$ cat config.mk
export PLATFORM = sky130hd
export DESIGN_NAME = control_contador
export DESIGN_NICKNAME = d
export VERILOG_FILES = /design/src/rtl/control_contador.sv
export SDC_FILE = /design/constraint.sdc
export NUM_CORES = 1
export LEC_CHECK = 0
export ABC_AREA = 1
export BUFFER_PORTS_ARGS = -buffer_cell sky130_fd_sc_hd__clkbuf_2
export CAP_MARGIN = 5
export CORE_MARGIN = 4
export CORE_UTILIZATION = 55
export CTS_BUF_LIST = sky130_fd_sc_hd__clkbuf_8
export DETAILED_ROUTE_END_ITERATION = 8
export HOLD_SLACK_MARGIN = 0.08
export PLACE_DENSITY = 0.77
export SLEW_MARGIN = 20
export SYNTH_ARGS = -nofsm -noshare
export SYNTH_HDL_FRONTEND = slang
export SYNTH_SLANG_ARGS = --single-unit
$ cat constraint.sdc
create_clock -name clk -period 2.75 [get_ports clk]
set_input_delay 0.275 -clock clk [delete_from_list [all_inputs] [get_ports clk]]
set_output_delay 0.275 -clock clk [all_outputs]
set_load 0.02 [all_outputs]
$ cat src/rtl/control_contador.sv
// Sequencer for the 8-bit count register: start/stop/clear command interface,
// programmable terminal count, prescaler and one-shot / auto-reload behaviour.
module control_contador #(
   parameter int WIDTH = 8,
   parameter int DIV_W = 8
) (
   input  logic             clk,
   input  logic             reset,
   input  logic             cmd_valid,
   output logic             cmd_ready,
   input  logic [1:0]       cmd_op,
   input  logic [WIDTH-1:0] cfg_limit,
   input  logic [DIV_W-1:0] cfg_div,
   input  logic             cfg_reload,
   output logic [WIDTH-1:0] q,
   output logic             busy,
   output logic             done
);

   typedef enum logic [1:0] {
      S_IDLE = 2'd0,
      S_RUN  = 2'd1,
      S_HOLD = 2'd2
   } state_t;

   localparam logic [1:0] OP_START = 2'b01;
   localparam logic [1:0] OP_STOP  = 2'b10;
   localparam logic [1:0] OP_CLEAR = 2'b11;

   state_t             state_q, state_d;
   logic [WIDTH-1:0]   q_q, q_d;
   logic [DIV_W-1:0]   presc_q, presc_d;
   logic [WIDTH-1:0]   limit_q, limit_d;
   logic [DIV_W-1:0]   div_q, div_d;
   logic               reload_q, reload_d;
   logic               done_q, done_d;
   logic               ready_q, ready_d;
   logic               busy_q, busy_d;

   logic accept, is_start, is_stop, is_clear, tick;

   always_comb begin
      accept   = cmd_valid & ready_q;
      is_start = accept & (cmd_op == OP_START);
      is_stop  = accept & (cmd_op == OP_STOP);
      is_clear = accept & (cmd_op == OP_CLEAR);
      tick     = (state_q == S_RUN) & (presc_q == div_q);

      state_d  = state_q;
      q_d      = q_q;
      presc_d  = presc_q;
      limit_d  = limit_q;
      div_d    = div_q;
      reload_d = reload_q;
      done_d   = 1'b0;
      // Any accepted command, NOP included, costs one dead cycle on ready.
      ready_d  = ~accept;

      case (state_q)
         S_IDLE: begin
            if (is_start) begin
               limit_d  = cfg_limit;
               div_d    = cfg_div;
               reload_d = cfg_reload;
               q_d      = '0;
               presc_d  = '0;
               state_d  = S_RUN;
            end
         end
         S_RUN: begin
            if (is_stop) begin
               state_d = S_HOLD;
            end else begin
               presc_d = tick ? '0 : presc_q + DIV_W'(1);
               if (tick) begin
                  if (q_q != limit_q) begin
                     q_d = q_q + WIDTH'(1);
                  end else begin
                     done_d = 1'b1;
                     if (reload_q) q_d     = '0;
                     else          state_d = S_IDLE;
                  end
               end
            end
         end
         S_HOLD: begin
            if (is_start) state_d = S_RUN;
         end
         default: state_d = S_IDLE;
      endcase

      // Clear overrides everything, including a coincident terminal tick.
      if (is_clear) begin
         q_d     = '0;
         presc_d = '0;
         state_d = S_IDLE;
         done_d  = 1'b0;
      end

      busy_d = (state_d != S_IDLE);
   end

   always_ff @(posedge clk or posedge reset) begin
      if (reset) begin
         state_q  <= S_IDLE;
         q_q      <= '0;
         presc_q  <= '0;
         limit_q  <= '0;
         div_q    <= '0;
         reload_q <= 1'b0;
         done_q   <= 1'b0;
         ready_q  <= 1'b1;
         busy_q   <= 1'b0;
      end else begin
         state_q  <= state_d;
         q_q      <= q_d;
         presc_q  <= presc_d;
         limit_q  <= limit_d;
         div_q    <= div_d;
         reload_q <= reload_d;
         done_q   <= done_d;
         ready_q  <= ready_d;
         busy_q   <= busy_d;
      end
   end

   assign q         = q_q;
   assign busy      = busy_q;
   assign done      = done_q;
   assign cmd_ready = ready_q;

endmodule
==> results of run 1 <==
[metal layers]
layer | share of wire, % | wire, um
met5 | 0 | 0
met4 | 1.3 | 59
met3 | 6.6 | 308
met2 | 46 | 2160
met1 | 46 | 2130
[critical path, cell delays in order (launching register included)]
cell,delay [ps]
dfstp_2,550
nand2_1,80
nor3_2,160
nand2_1,290
nand3_4,270
nand2_1,100
inv_1,90
nand2_1,50
nand2_1,60
o21ai_0,70
nor2_1,90
[sequential cells by signal, summed over array words and instances (netlist names)]
name       count
busy           1
cmd_ready      1
div_q          8
done           1
limit_q        8
presc_q        8
q              8
reload_q       1
state_q        2
[cell usage in the layout, fill, tap and decap left out, types with 2 or more instances in the layout]
master | Yosys | layout
nand2_2 | 3 | 3
o21ai_0 | 2 | 2
clkbuf_2 | 0 | 32
a21oi_1 | 18 | 18
inv_1 | 42 | 43
nor3_2 | 2 | 2
ha_1 | 2 | 2
xnor2_1 | 4 | 4
clkbuf_8 | 0 | 6
xor2_1 | 5 | 5
nand3_4 | 2 | 2
nand2_1 | 82 | 82
nor2_4 | 2 | 2
nor2_1 | 43 | 43
nand3_1 | 20 | 20
nand4_1 | 2 | 2
buf_4 | 0 | 3
nand2_4 | 2 | 2
dfrtp_1 | 37 | 37
nand3b_1 | 3 | 3
mux2_2 | 5 | 5
nor2_2 | 2 | 2
[worst paths after layout]
kind | startpoint | end | cells after the start
max | cmd_ready$_DFF_PP1_ | presc_q[5]$_DFFE_PP0P_ | 10
min in group asynchronous | reset | div_q[4]$_DFFE_PP0P_ | 3
max in group asynchronous | reset | cmd_ready$_DFF_PP1_ | 4
min | cmd_valid | cmd_ready$_DFF_PP1_ | 2
min reg2reg | cmd_ready$_DFF_PP1_ | cmd_ready$_DFF_PP1_ | 1
max reg2reg | cmd_ready$_DFF_PP1_ | presc_q[5]$_DFFE_PP0P_ | 10
[stage by stage]
step           setup slack (ps)  hold slack (ps)  power [mW]  std cells  util [%]
2_1_floorplan              1200              348        1.27        294         -
3_3_place_gp                974              282        1.38        371      63.9
3_5_place_dp                855              289        1.41        371      63.9
4_1_cts                     845              164        1.80        380      66.6
5_1_grt                     670              174        1.93        380      66.6
6_report                    866              169        1.79        380      66.6
[power breakdown]
part	switching, mW	internal, mW
sequential	0.103	0.713
combinational	0.355	0.222
clock	0.194	0.199
[timing repair]
| action | 4_1_cts | 5_1_grt |
|---|---|---|
| resized for setup | 0 | 0 |
| endpoints found under the hold margin | 11 | 0 |
| hold buffers | 1 | 0 |
[kinds of logic (layout without fill, tap and decap cells)]
family	after synthesis	in the layout	synth area share, %
adder cells (fa/ha/maj)	2	2	1.13
buffers and inverters	49	87	9.33
AND/OR/NAND/NOR	168	168	34.8
multiplexers	5	5	2.55
AO/OA/AOI/OAI	23	23	5.60
XOR/XNOR	9	9	3.56
flip-flops	38	38	43.0
[cell type report]
class	instances	area [um2]	area share, %
inverter	43	161	6.43
clock buffer	6	82.6	3.29
multi-input combinational	207	1050	42.0
tap	48	60.1	2.39
timing repair buffer	36	193	7.67
sequential	38	952	37.9
clock inverter	2	8.76	0.349
==> results.md, run 1 <==
* Final min period at 1880 ps
* Yosys reg bits at 38
* R2R Setup Slk at between 800 and 900 ps
* CP Max Fanout at 14
* Starting density of the core at 58.7%
* Root buf cell: clkbuf_8
* Met1 GRT Util at between 20% and 30%
* Initial antenna violation count at 0
* Global-route wire length before repair at 8050 um
* Remaining DRCs at 0
* P_leak at approximately 1.4 nW
* Post-synth EDFFs at 0
* Ys flop type: dfrtp_1
* HPWL after DPL at ~3600 um
* Setup CP Type: reg -> reg
* Status: finished, final reports clean
* Slew Limit Fails at 0
* PwrDens at 711 nW/um2
* Vias in the first global route at 1780
* Count of different cell masters after synthesis at 33
* Final Hold Vio Count at 0
* Post-synth top cells: 82 x nand2_1, 43 x nor2_1, 42 x inv_1
* Post-synthesis async set-or-reset flop share at 100%
* GRT Util Overall at 19.7%
* Worst VDD drop at around 500 uV
* Most frequent cell after synthesis: nand2_1
* Pre-Repair DR Iteration Count at 4
* RSZ-0062 raised after global routing: false
* Gp weighted congestion at 0.832
* Layout Nets at ~360
* P&R area growth vs syn at 13.5%
* H-tree depth at 2
* Die Area at 5100 um2
* Setup Fix Bufs, Post-CTS at 0
* Post-route cell area at around 2500 um2
* Max Cap Viol at 0
* Arrival time at the worst endpoint at about 2100 ps
* Net count after synthesis at 318
* Hold Crit Class: in -> reg
* Routed Antenna Nets at 0
* Clock Tree Buf Depth at 2
* Cts bufs inserted at 5
* Yosys top cell by area: dfrtp_1
* Yosys top cell area share at 41.9%
* Seq/Total Area, Yosys at a little over two fifths
* Clk_lat worst skew at 290 ps
* Worst Skew at around 9.3 ps
* Met2 usage at 32.1%
* Period utilization at 68.5%
* Filler cell count at 350
* Vias at ~1900
* Clk slew on worst S/H paths at about 80 ps
* CTS tree: done
* Synth area leaders: dfrtp_1 42%, nand2_1 14%, nor2_1 7.3%
* Placed cell area at 2410 um2
* Synthesized area at 2210 um2
* Total clock sinks at 38
* Die W at 71.4 um
* Height of the die at 71.4 um
* # port buffers at 32
* Largest net degree at the start of global routing at 23
* Worst setup SP type: register
* Worst path required time at approximately 3000 ps
* Maximum clock frequency at 0.531 GHz
* DRT Wirelength at 4660 um
* Layout cell share with drive strength beyond 1 at 19.6%
* Gr busiest metal: met2
* Yosys warns at 0
* Gr ovfl total at 0
* Grt met3 use at 4.21%
* Row Count at 22
* Vias per cell at 4.99
* Syn_area_per_cell at 7.52 um2
* Worst-margin pin slew at 445 ps
* DR iter-0 viols at 108
* Drt wl/cell at ~12 um
* Placeable Area at between 3000 and 4000 um2
* Final setup vio count at 0
* Crit end category: register
* Final setup TNS at 0 ps
* IO Count at 33
* Synth Instances at 294
* Slew HR at 70.3%
* Diodes inserted at 0
(Power assumes the default switching activity.)
==> inputs of run 2 (changes only) <==
--- a/config.mk
+++ b/config.mk
@@ -5,7 +5,7 @@
 export SDC_FILE = /design/constraint.sdc
 export NUM_CORES = 1
 export LEC_CHECK = 0
-export ABC_AREA = 1
+export ABC_AREA = 0
 export BUFFER_PORTS_ARGS = -buffer_cell sky130_fd_sc_hd__clkbuf_2
 export CAP_MARGIN = 5
 export CORE_MARGIN = 4
@@ -13,7 +13,7 @@
 export CTS_BUF_LIST = sky130_fd_sc_hd__clkbuf_8
 export DETAILED_ROUTE_END_ITERATION = 8
 export HOLD_SLACK_MARGIN = 0.08
-export PLACE_DENSITY = 0.77
+export PLACE_DENSITY = 0.78
 export SLEW_MARGIN = 20
 export SYNTH_ARGS = -nofsm -noshare
 export SYNTH_HDL_FRONTEND = slang
==> constraint.sdc (replaced) <==
create_clock -name clk -period 1.8 [get_ports clk]
set_input_delay 0.18 -clock clk [delete_from_list [all_inputs] [get_ports clk]]
set_output_delay 0.18 -clock clk [all_outputs]
set_load 0.02 [all_outputs]
==> results.md, run 2 <==
* Status: complete, but fails checks
* Failing checks: setup timing
* Net count after synthesis at 202
* Gp weighted congestion at 0.823
* Gr ovfl total at 0
* Worst-margin pin slew at 478 ps
* Seq/Total Area, Yosys at 49.6%
* P&R area growth vs syn at 36.7%
* DRT Wirelength at 4760 um
* Yosys top cell by area: dfrtp_1
* Synthesized area at 1920 um2
* Slew HR at 68.1%
* GRT Util Overall at around a quarter
* Synth area leaders: dfrtp_1 48%, mux2_2 9.4%, xnor2_1 5.0%
* Reg-to-Reg End: q[4]$_DFFE_PP0P_
* Synth Area in Compound Gates at 12.1%
* Largest family of logic cells by synthesized area: simple AND/OR/NAND/NOR gates
* Finished Layout Cells at 297
* Largest net degree at the start of global routing at 39
* Routed Antenna Nets at 0
* Clk slew on worst S/H paths at 70 ps
* Endpoint, Worst Hold: cmd_ready$_DFF_PP1_
* Count of different cell masters after synthesis at 44
* Slew Limit Fails at 0
* WP buf/inv at 0
* Met3 wire length at 253 um
* Placeable Area at about 3400 um2
* Post-layout worst setup margin at -290 ps
* Worst setup SP type: register
* CTS tree: done
* Cells on worst reg2reg path at 6
* Row Count at 21
* Reg-to-Reg Start: presc_q[0]$_DFFE_PP0P_
* M1 WL at 1960 um
* Multiplexer area fraction after synthesis at 10.4%
* Syn_area_per_cell at 10.8 um2
* Remaining DRCs at 0
* Layout cell share with drive strength beyond 1 at 45.8%
* Drt wl/cell at 16.0 um
* Synth Instances at 178
* DR iter-0 viols at 84
* Global-route wire length before repair at 7710 um
* Crit path max-delay family: simple AND/OR/NAND/NOR gates
* Post-synthesis async set-or-reset flop share at 100%
* R2R Setup Slk at -290 ps
* Yosys reg bits at 38
* Post-Place Cells at 287
* Worst Min Path Start: cmd_valid
* CP Max Fanout at 2
* P_leak at 1.26 nW
* Hold Slack at between 80 and 90 ps
* Crit end category: register
* Vias in the first global route at roughly 1700
* Post-placement setup slack at -267 ps
* Adder-cell share of the synthesized area at 1.30%
* Maximum clock frequency at 0.478 GHz
* Worst Skew at 4.84 ps
* Clk_lat worst skew at 290 ps
* Total clock sinks at 38
* Worst VDD drop at 697 uV
* Hold Crit Class: in -> reg
* PwrDens at between 900 and 1000 nW/um2
* Most common cell after layout, fill and taps aside: dfrtp_1
* HPWL after DPL at 3480 um
* Arrival time at the worst endpoint at roughly 2300 ps
* Worst path required time at ~2000 ps
* Max Cap Viol at 0
* Layout Nets at 274
* Vias per cell at 5.65
* Die W at 67.1 um
* Initial antenna violation count at 0
* Routed length on met2 at 2460 um
* Starting density of the core at 57.1%
* Die Area at 4500 um2
* Height of the die at ~67 um
* Final min period at 2090 ps
* Vias at approximately 1700
* Root buf cell: clkbuf_8
* Clock Tree Buf Depth at 2
* RSZ-0062 raised after global routing: true
* Hold Path Depth at 2
* Simple-Gate Fraction of Synth Area at 16.4%
* Top layer in use: met4
* Post-synth top cells: 37 x dfrtp_1, 17 x nand2_1, 16 x mux2_2
* Yosys top cell area share at 48.2%
* Yosys warns at 0
* Final Hold Vio Count at 0
* Post-synth EDFFs at 0
* Pre-Repair DR Iteration Count at 4
* Slowest stage cell, crit path: or4b_4
* # port buffers at 32
* Slowest stage delay, CP at 510 ps
* CP Cell Sequence: xor2_2 > nor4_4 > nand4_2 > or4b_4 > or3b_1 > nand2_1
* Commonest cells after routing, fill and taps aside: 35 x dfrtp_1, 34 x buf_4, 32 x clkbuf_2, 16 x nand2_1, 12 x o21ai_0
* Cts bufs inserted at 5
* Post-Synth XOR/XNOR Area at 8.21%
* H-tree depth at 2
* Most frequent cell after synthesis: dfrtp_1
* IO Count at 33
* Diodes inserted at 0
* Final setup vio count at 9
* Setup CP Type: reg -> reg
* Filler cell count at approximately 240
* Period utilization at 116%
* Ys flop type: dfrtp_1
[run 2: cell types whose count changed after synthesis, moves of 3 or more]
cell      before  now
nand2_2        3    0
nor3_1         1    7
o31ai_1        0    5
mux2_2         5   16
nand3b_1       3    0
a21oi_1       18    7
nor2_1        43    2
xnor2_1        4   11
o21ai_0        2   13
and3_1         0    3
inv_1         42    6
nand2_1       82   17
nand3_1       20    6
[run 2: how the worst max path moves through the flow]
stage | startpoint | to | slack [ps] | cells past startpoint
after global routing | presc_q[0]$_DFFE_PP0P_ | q[4]$_DFFE_PP0P_ | -360 | 6
after global placement | div_q[5]$_DFFE_PP0P_ | q[4]$_DFFE_PP0P_ | -140 | 6
after CTS | div_q[5]$_DFFE_PP0P_ | q[4]$_DFFE_PP0P_ | -310 | 6
final | presc_q[0]$_DFFE_PP0P_ | q[4]$_DFFE_PP0P_ | -290 | 6
after floorplan | presc_q[5]$_DFFE_PP0P_ | q[4]$_DFFE_PP0P_ | -330 | 7
after detailed placement | div_q[0]$_DFFE_PP0P_ | q[3]$_DFFE_PP0P_ | -270 | 7
[run 2: per-stage QoR]
step,setup TNS [ps],utilization [%],total power [mW],instance area [um2]
after floorplan,-1610,-,1.67,1980
after global placement,-714,72.2,1.90,2430
after detailed placement,-1660,72.2,1.95,2430
after CTS,-2130,75.4,2.56,2540
after global routing,-2660,78.1,2.76,2630
final,-1710,78.1,2.62,2630
[run 2: final cells by class]
type	count	area, um2	share of cell area (%)
Multi-Input combinational cell	130	1050	40.0
Sequential cell	38	955	36.4
Timing Repair Buffer	69	448	17.1
Clock buffer	6	82.6	3.15
Tap cell	46	57.6	2.19
Inverter	6	22.5	0.858
Clock inverter	2	8.76	0.334
[run 2: cells by family (layout without fill, tap and decap cells)]
| group | after synthesis | count (layout) |
|---|---|---|
| flip-flops | 38 | 38 |
| AO/OA/AOI/OAI | 37 | 37 |
| adder cells (fa/ha/maj) | 2 | 2 |
| buffers and inverters | 10 | 83 |
| multiplexers | 18 | 18 |
| AND/OR/NAND/NOR | 55 | 55 |
| XOR/XNOR | 18 | 18 |
[run 2: layer usage]
metal,GRT usage [%],vias to the layer above
met2,38.7,48
met1,28.8,830
met5,0,-
met3,4.89,10
li1,-,790
met4,11.1,0
[run 2: what timing repair did]
action	in CTS	in global routing
endpoints found under the hold margin	37	0
pin swaps	1	3
hold buffers	1	0
setup buffers	0	1
gates resized for setup	2	17
endpoints found under the setup margin	11	15
[run 2: power breakdown]
group	leakage, nW	internal [mW]	switching, mW
combinational	0.724	0.453	0.388
sequential	0.487	1.04	0.139
clock	0.0524	0.303	0.297
